===== src/rtl/id_stage_if.sv =====
// Operand interface between decode and execute. The master modport is the
// decode side: it consumes fetch/write-back/control inputs and drives the EX bundle.
interface id_stage_if;
  logic [31:0] IF_Instr;
  logic        IF_Valid;
  logic        ID_Stall;
  logic        ID_Flush;
  logic        WB_RegWrite;
  logic [4:0]  WB_WriteReg;
  logic [31:0] WB_WriteData;
  logic [4:0]  EX_Shamt;
  logic        EX_ALUSrc1;
  logic        EX_ALUSrc2;
  logic [31:0] EX_RsVal;
  logic [31:0] EX_RtVal;
  logic [31:0] EX_Immediate;
  logic [3:0]  EX_ALUFn;
  logic        EX_RegWrite;
  logic [4:0]  EX_WriteReg;
  logic        EX_Valid;
  logic        ID_Illegal;

  modport master (
    input  IF_Instr, IF_Valid, ID_Stall, ID_Flush,
    input  WB_RegWrite, WB_WriteReg, WB_WriteData,
    output EX_Shamt, EX_ALUSrc1, EX_ALUSrc2, EX_RsVal, EX_RtVal,
    output EX_Immediate, EX_ALUFn, EX_RegWrite, EX_WriteReg, EX_Valid, ID_Illegal
  );

  modport slave (
    output IF_Instr, IF_Valid, ID_Stall, ID_Flush,
    output WB_RegWrite, WB_WriteReg, WB_WriteData,
    input  EX_Shamt, EX_ALUSrc1, EX_ALUSrc2, EX_RsVal, EX_RtVal,
    input  EX_Immediate, EX_ALUFn, EX_RegWrite, EX_WriteReg, EX_Valid, ID_Illegal
  );
endinterface


===== src/rtl/id_stage.sv =====
// Decode / register-read stage: decodes the fetched instruction, reads the
// 32x32 register file and registers the execute-stage operand bundle.
module id_stage #(
  parameter bit BYPASS_EN      = 1'b1,
  parameter bit NOP_ON_ILLEGAL = 1'b1
) (
  input logic        clk,
  input logic        rst,
  id_stage_if.master bus
);

  localparam logic [3:0] FN_ADD = 4'b0000, FN_SUB = 4'b0001, FN_AND = 4'b0010,
                         FN_OR  = 4'b0011, FN_XOR = 4'b0100, FN_NOR = 4'b0101,
                         FN_SLT = 4'b0110, FN_SLTU = 4'b0111, FN_SLL = 4'b1000,
                         FN_SRL = 4'b1001, FN_SRA = 4'b1010;

  typedef struct packed {
    logic [4:0]  shamt;
    logic        aluSrc1;
    logic        aluSrc2;
    logic [31:0] rsVal;
    logic [31:0] rtVal;
    logic [31:0] immediate;
    logic [3:0]  aluFn;
    logic        regWrite;
    logic [4:0]  writeReg;
    logic        valid;
  } bundle_t;

  logic [31:0] regs_q [32];
  bundle_t     bundle_q, bundle_d, decoded;
  logic        illegal_q, illegal_d;
  logic        legal;

  logic [5:0]  opcode, funct;
  logic [4:0]  rsIdx, rtIdx, rdIdx;
  logic [15:0] imm16;
  logic [31:0] rsRead, rtRead;

  assign opcode = bus.IF_Instr[31:26];
  assign rsIdx  = bus.IF_Instr[25:21];
  assign rtIdx  = bus.IF_Instr[20:16];
  assign rdIdx  = bus.IF_Instr[15:11];
  assign funct  = bus.IF_Instr[5:0];
  assign imm16  = bus.IF_Instr[15:0];

  // Write-through read: an in-flight WB write to the same index is forwarded when enabled
  assign rsRead = (rsIdx == 5'd0) ? 32'd0 :
                  (BYPASS_EN && bus.WB_RegWrite && bus.WB_WriteReg == rsIdx) ? bus.WB_WriteData :
                  regs_q[rsIdx];
  assign rtRead = (rtIdx == 5'd0) ? 32'd0 :
                  (BYPASS_EN && bus.WB_RegWrite && bus.WB_WriteReg == rtIdx) ? bus.WB_WriteData :
                  regs_q[rtIdx];

  always_ff @(posedge clk or posedge rst) begin
    if (rst) begin
      for (int i = 0; i < 32; i++) regs_q[i] <= 32'd0;
    end else if (bus.WB_RegWrite && bus.WB_WriteReg != 5'd0) begin
      regs_q[bus.WB_WriteReg] <= bus.WB_WriteData;
    end
  end

  // Defaults describe the illegal-as-ADD fallback; legal encodings override them
  always_comb begin
    legal              = 1'b0;
    decoded            = '0;
    decoded.shamt      = bus.IF_Instr[10:6];
    decoded.rsVal      = rsRead;
    decoded.rtVal      = rtRead;
    decoded.aluFn      = FN_ADD;
    decoded.valid      = 1'b1;
    if (opcode == 6'h00) begin
      legal            = 1'b1;
      decoded.regWrite = 1'b1;
      decoded.writeReg = rdIdx;
      case (funct)
        6'h20, 6'h21: decoded.aluFn = FN_ADD;
        6'h22, 6'h23: decoded.aluFn = FN_SUB;
        6'h24:        decoded.aluFn = FN_AND;
        6'h25:        decoded.aluFn = FN_OR;
        6'h26:        decoded.aluFn = FN_XOR;
        6'h27:        decoded.aluFn = FN_NOR;
        6'h2A:        decoded.aluFn = FN_SLT;
        6'h2B:        decoded.aluFn = FN_SLTU;
        6'h00:        begin decoded.aluFn = FN_SLL; decoded.aluSrc1 = 1'b1; end
        6'h02:        begin decoded.aluFn = FN_SRL; decoded.aluSrc1 = 1'b1; end
        6'h03:        begin decoded.aluFn = FN_SRA; decoded.aluSrc1 = 1'b1; end
        6'h04:        decoded.aluFn = FN_SLL;
        6'h06:        decoded.aluFn = FN_SRL;
        6'h07:        decoded.aluFn = FN_SRA;
        default: begin
          legal            = 1'b0;
          decoded.regWrite = 1'b0;
          decoded.writeReg = 5'd0;
        end
      endcase
    end else if (opcode >= 6'h08 && opcode <= 6'h0F) begin
      legal             = 1'b1;
      decoded.aluSrc2   = 1'b1;
      decoded.regWrite  = 1'b1;
      decoded.writeReg  = rtIdx;
      decoded.immediate = {{16{imm16[15]}}, imm16};
      case (opcode)
        6'h0A:   decoded.aluFn = FN_SLT;
        6'h0B:   decoded.aluFn = FN_SLTU;
        6'h0C:   begin decoded.aluFn = FN_AND; decoded.immediate = {16'h0, imm16}; end
        6'h0D:   begin decoded.aluFn = FN_OR;  decoded.immediate = {16'h0, imm16}; end
        6'h0E:   begin decoded.aluFn = FN_XOR; decoded.immediate = {16'h0, imm16}; end
        6'h0F:   decoded.immediate = {imm16, 16'h0};
        default: decoded.aluFn = FN_ADD;
      endcase
    end
  end

  // Flush beats stall; a bubble is the all-zero bundle
  always_comb begin
    bundle_d  = bundle_q;
    illegal_d = illegal_q;
    if (bus.ID_Flush) begin
      bundle_d = '0;
    end else if (!bus.ID_Stall) begin
      if (!bus.IF_Valid || (!legal && NOP_ON_ILLEGAL)) bundle_d = '0;
      else                                              bundle_d = decoded;
      if (bus.IF_Valid && !legal && NOP_ON_ILLEGAL) illegal_d = 1'b1;
    end
  end

  always_ff @(posedge clk or posedge rst) begin
    if (rst) begin
      bundle_q  <= '0;
      illegal_q <= 1'b0;
    end else begin
      bundle_q  <= bundle_d;
      illegal_q <= illegal_d;
    end
  end

  assign bus.EX_Shamt     = bundle_q.shamt;
  assign bus.EX_ALUSrc1   = bundle_q.aluSrc1;
  assign bus.EX_ALUSrc2   = bundle_q.aluSrc2;
  assign bus.EX_RsVal     = bundle_q.rsVal;
  assign bus.EX_RtVal     = bundle_q.rtVal;
  assign bus.EX_Immediate = bundle_q.immediate;
  assign bus.EX_ALUFn     = bundle_q.aluFn;
  assign bus.EX_RegWrite  = bundle_q.regWrite;
  assign bus.EX_WriteReg  = bundle_q.writeReg;
  assign bus.EX_Valid     = bundle_q.valid;
  assign bus.ID_Illegal   = illegal_q;

endmodule


===== src/flat_wrapper.sv =====
// flat-port wrapper written by rule: the top's interface ports become plain ports
module id_stage_flat 
#(
  parameter bit BYPASS_EN      = 1'b1,
  parameter bit NOP_ON_ILLEGAL = 1'b1
)
  (clk, rst, bus_IF_Instr, bus_IF_Valid, bus_ID_Stall, bus_ID_Flush, bus_WB_RegWrite, bus_WB_WriteReg, bus_WB_WriteData, bus_EX_Shamt, bus_EX_ALUSrc1, bus_EX_ALUSrc2, bus_EX_RsVal, bus_EX_RtVal, bus_EX_Immediate, bus_EX_ALUFn, bus_EX_RegWrite, bus_EX_WriteReg, bus_EX_Valid, bus_ID_Illegal);
  id_stage_if bus_i ();
  input logic clk;
  input logic rst;
  input wire logic [$bits(bus_i.IF_Instr)-1:0] bus_IF_Instr;
  input wire logic [$bits(bus_i.IF_Valid)-1:0] bus_IF_Valid;
  input wire logic [$bits(bus_i.ID_Stall)-1:0] bus_ID_Stall;
  input wire logic [$bits(bus_i.ID_Flush)-1:0] bus_ID_Flush;
  input wire logic [$bits(bus_i.WB_RegWrite)-1:0] bus_WB_RegWrite;
  input wire logic [$bits(bus_i.WB_WriteReg)-1:0] bus_WB_WriteReg;
  input wire logic [$bits(bus_i.WB_WriteData)-1:0] bus_WB_WriteData;
  output wire logic [$bits(bus_i.EX_Shamt)-1:0] bus_EX_Shamt;
  output wire logic [$bits(bus_i.EX_ALUSrc1)-1:0] bus_EX_ALUSrc1;
  output wire logic [$bits(bus_i.EX_ALUSrc2)-1:0] bus_EX_ALUSrc2;
  output wire logic [$bits(bus_i.EX_RsVal)-1:0] bus_EX_RsVal;
  output wire logic [$bits(bus_i.EX_RtVal)-1:0] bus_EX_RtVal;
  output wire logic [$bits(bus_i.EX_Immediate)-1:0] bus_EX_Immediate;
  output wire logic [$bits(bus_i.EX_ALUFn)-1:0] bus_EX_ALUFn;
  output wire logic [$bits(bus_i.EX_RegWrite)-1:0] bus_EX_RegWrite;
  output wire logic [$bits(bus_i.EX_WriteReg)-1:0] bus_EX_WriteReg;
  output wire logic [$bits(bus_i.EX_Valid)-1:0] bus_EX_Valid;
  output wire logic [$bits(bus_i.ID_Illegal)-1:0] bus_ID_Illegal;
  assign bus_i.IF_Instr = bus_IF_Instr;
  assign bus_i.IF_Valid = bus_IF_Valid;
  assign bus_i.ID_Stall = bus_ID_Stall;
  assign bus_i.ID_Flush = bus_ID_Flush;
  assign bus_i.WB_RegWrite = bus_WB_RegWrite;
  assign bus_i.WB_WriteReg = bus_WB_WriteReg;
  assign bus_i.WB_WriteData = bus_WB_WriteData;
  assign bus_EX_Shamt = bus_i.EX_Shamt;
  assign bus_EX_ALUSrc1 = bus_i.EX_ALUSrc1;
  assign bus_EX_ALUSrc2 = bus_i.EX_ALUSrc2;
  assign bus_EX_RsVal = bus_i.EX_RsVal;
  assign bus_EX_RtVal = bus_i.EX_RtVal;
  assign bus_EX_Immediate = bus_i.EX_Immediate;
  assign bus_EX_ALUFn = bus_i.EX_ALUFn;
  assign bus_EX_RegWrite = bus_i.EX_RegWrite;
  assign bus_EX_WriteReg = bus_i.EX_WriteReg;
  assign bus_EX_Valid = bus_i.EX_Valid;
  assign bus_ID_Illegal = bus_i.ID_Illegal;
  id_stage #(.BYPASS_EN(BYPASS_EN), .NOP_ON_ILLEGAL(NOP_ON_ILLEGAL)) u_core (.clk(clk), .rst(rst), .bus(bus_i));
endmodule

===== config.mk =====
export PLATFORM = sky130hd
export DESIGN_NAME = id_stage_flat
export DESIGN_NICKNAME = d
export VERILOG_FILES = /design/src/rtl/id_stage_if.sv /design/src/rtl/id_stage.sv /design/src/flat_wrapper.sv
export SDC_FILE = /design/constraint.sdc
export NUM_CORES = 2
export LEC_CHECK = 0
export CAP_MARGIN = 20
export CORE_ASPECT_RATIO = 1.25
export CORE_MARGIN = 3
export CORE_UTILIZATION = 50
export CTS_CLUSTER_DIAMETER = 40
export DETAILED_ROUTE_END_ITERATION = 8
export PLACE_DENSITY = 0.67
export SETUP_SLACK_MARGIN = 0.2
export SYNTH_ARGS = -nofsm -noshare
export SYNTH_HDL_FRONTEND = slang
export SYNTH_SLANG_ARGS = --single-unit
export TNS_END_PERCENT = 100

===== constraint.sdc =====
create_clock -name clk -period 64.9 [get_ports clk]
set_input_delay 19.47 -clock clk [delete_from_list [all_inputs] [get_ports clk]]
set_output_delay 19.47 -clock clk [all_outputs]
set_load 0.02 [all_outputs]

==> flow_summary.json <==
{
  "status": "finished, final reports clean",
  "synth_area_um2": 60100,
  "holdBufCountCts": 0,
  "skew_ps": 24.9,
  "synth_edf_count": 0,
  "post_cts_resize_count": 0,
  "synth.distinct_cells": 78,
  "synth_sequential_area_ratio_pct": 47.4,
  "synth-seq-cells": 1138,
  "postRouteAntennaNets": 0,
  "core_area_um2": 119000,
  "grt_antenna_before_repair": 6,
  "gr-total-overflow": 0,
  "start_util_pct": 50.6,
  "ioPinCount": 190,
  "worst_slew_pin_slew_ps": 1160,
  "wl_per_cell_um": 32.8,
  "min_period_over_period_pct": 35.7,
  "yosysWarnings": 0,
  "path_cells": "clkdlybuf4s50_1 > inv_8 > buf_4 > buf_4 > buf_12 > buf_4",
  "port_buffers": 189,
  "grt_max_degree": 157,
  "clockBufferDepth": 3,
  "worstPathMaxFanout": 156,
  "gp_congestion": 0.865,
  "grt_pass1_wl_um": 299000,
  "gr-usage-all-layers_pct": 32.7,
  "clkLatencyLatePin_ps": 770,
  "cts_setup_buffers": 0,
  "final_nets": 4653,
  "setup_viol": 0,
  "cts_tree": "yes",
  "synth_fp_nets": 4659,
  "mostFrequentLayoutCells": "1138 x dfrtp_1, 1002 x mux2_2, 666 x mux2i_1, 183 x clkdlybuf4s50_1, 170 x mux4_2",
  "mostFrequentLayoutCell": "dfrtp_1",
  "drt_wl_total_um": 206000,
  "rows": 141,
  "hold_class": "reg2reg",
  "period_minus_slack_ps": 23170,
  "slew_violations": 0,
  "root_buffer": "clkbuf_16",
  "cp-start-kind": "input port",
  "diodes": 0,
  "clock-sinks": 1138,
  "via_per_inst": 6.77,
  "async_flop_share_pct": 100,
  "clk_pin_slew_ps": 60,
  "fillers": 9625,
  "avgSynthCellArea_um2": 13.1,
  "slowest_stage": "buf_4",
  "max_clock_freq_mhz": 43.2,
  "die_w_um": 316,
  "drt-initial-drc-count": 4524,
  "num_vias": 42400,
  "firstDrtPassIters": 6,
  "ir_drop_mv": 0.0263,
  "powerDensity_nw_per_um2": 31.9,
  "critPathArrivalTime_ps": 23910,
  "grt_pass1_vias": 43100,
  "p_leak_nw": 30.5,
  "cp.required_ps": 65640,
  "whs_ps": 395,
  "maxSlewHeadroom_pct": 21.8,
  "cpMostUsedCell": "buf_4",
  "fin_util_pct": 57.3,
  "hold_violations": 0,
  "critical-path-max-stage-delay_ps": 850,
  "drive_gt1_share_pct": 35.4,
  "drc_errors": 0,
  "tns_ps": 0,
  "die_h_um": 394,
  "cts_buffers": 145,
  "rsz0062_at_grt": "false",
  "synth_cells": 4584,
  "path_class": "in2async",
  "dominantRegCellSynth": "dfrtp_1",
  "die_area_um2": 124000,
  "cap_violations": 0,
  "cts.htree.levels": 4,
  "hpwl_um": 122000,
  "worstSetupEndpointType": "asynchronous set/reset pin",
  "syn_to_final_growth_pct": 13.2
}
## metal layers
layer  vias up  GRT usage (%)  part of all wire [%]
li1      17300              -                     -
met1     22300           42.3                    39
met2      2187           51.4                    47
met3       599           6.94                   8.3
met4        10           18.2                   6.2
met5         -              0                 0.035
## worst max-delay path, delay by kind of cell
| kind | cells | cell delay, ps |
|---|---|---|
| buf+inv | 6 | 4000 |
## sequential cells by signal, indices dropped and copies added (netlist names)
register,flops
u_core.bus.EX_ALUFn,4
u_core.bus.EX_ALUSrc1,1
u_core.bus.EX_ALUSrc2,1
u_core.bus.EX_Immediate,32
u_core.bus.EX_RsVal,32
u_core.bus.EX_RtVal,32
u_core.bus.EX_Shamt,5
u_core.bus.EX_Valid,1
u_core.bus.EX_WriteReg,5
u_core.bus.ID_Illegal,1
u_core.regs_q,1024
## cell usage after synthesis (27+ instances only)
| master | instances | area, um2 |
|---|---|---|
| a21oi_1 | 50 | 250 |
| a221oi_1 | 52 | 455 |
| a22o_1 | 27 | 236 |
| a22oi_1 | 152 | 1140 |
| buf_1 | 50 | 188 |
| buf_2 | 116 | 581 |
| buf_4 | 58 | 435 |
| buf_6 | 37 | 417 |
| clkbuf_1 | 204 | 766 |
| dfrtp_1 | 1138 | 28500 |
| mux2_2 | 1002 | 11300 |
| mux2i_1 | 666 | 6670 |
| mux4_2 | 170 | 3830 |
| nand2_1 | 137 | 514 |
| nand3_1 | 77 | 385 |
| nor2_1 | 64 | 240 |
| o21ai_0 | 74 | 370 |
| o21ai_1 | 57 | 285 |
| o22ai_1 | 140 | 876 |
## kinds of logic after synthesis
kind of cell | Yosys count | synth area share (%)
muxes | 1849 | 36.5
DFF | 1138 | 47.4
AOI/OAI and AO/OA | 663 | 7.62
buffers and inverters | 497 | 4.66
and+or+nand+nor | 425 | 3.61
xor gates and xnor gates | 12 | 0.187
## power by group
group	leakage [nW]	switching [mW]	internal, mW
combinational	13.2	0.168	0.196
sequential	14.7	0.0939	0.832
clock	2.57	0.326	0.554
total	30.5	0.588	1.58
## stage by stage
| stage | worst slack (ps) | instance area [um2] | cells | total power, mW |
|---|---|---|---|---|
| final | 41730 | 68000 | 6265 | 2.17 |
| after floorplan | 13380 | 60100 | 4584 | 1.19 |
| after detailed placement | 40780 | 62600 | 5995 | 1.29 |
| after global placement | 40790 | 62500 | 5991 | 1.28 |
| after global routing | 41070 | 68000 | 6265 | 2.25 |
| after CTS | 41560 | 67900 | 6256 | 2.17 |
## cell type report
class                      count  area [um2]  area share (%)
multi-input combinational   2949       29100            42.8
sequential                  1138       28500            41.9
clock buffer                 183        4070            5.98
timing repair buffer         337        3180            4.67
tap                         1573        1970            2.89
clock inverter                78        1190            1.75
inverter                       7        33.8          0.0497
## path summary, 6_finish.rpt
kind,slack (ps),end,from,depth (start not counted)
min reg2reg,400,u_core.regs_q[995],u_core.regs_q[995],0
max reg2reg,62530,u_core.bus.EX_RsVal[5],u_core.regs_q[453],5
max,41730,u_core.regs_q[550],rst,6
min,400,u_core.regs_q[995],u_core.regs_q[995],0
max in group clk,42060,u_core.bus.EX_RtVal[28],bus_IF_Instr[17],10
min in group asynchronous,19260,u_core.regs_q[978],rst,2
(Power assumes the default switching activity.)
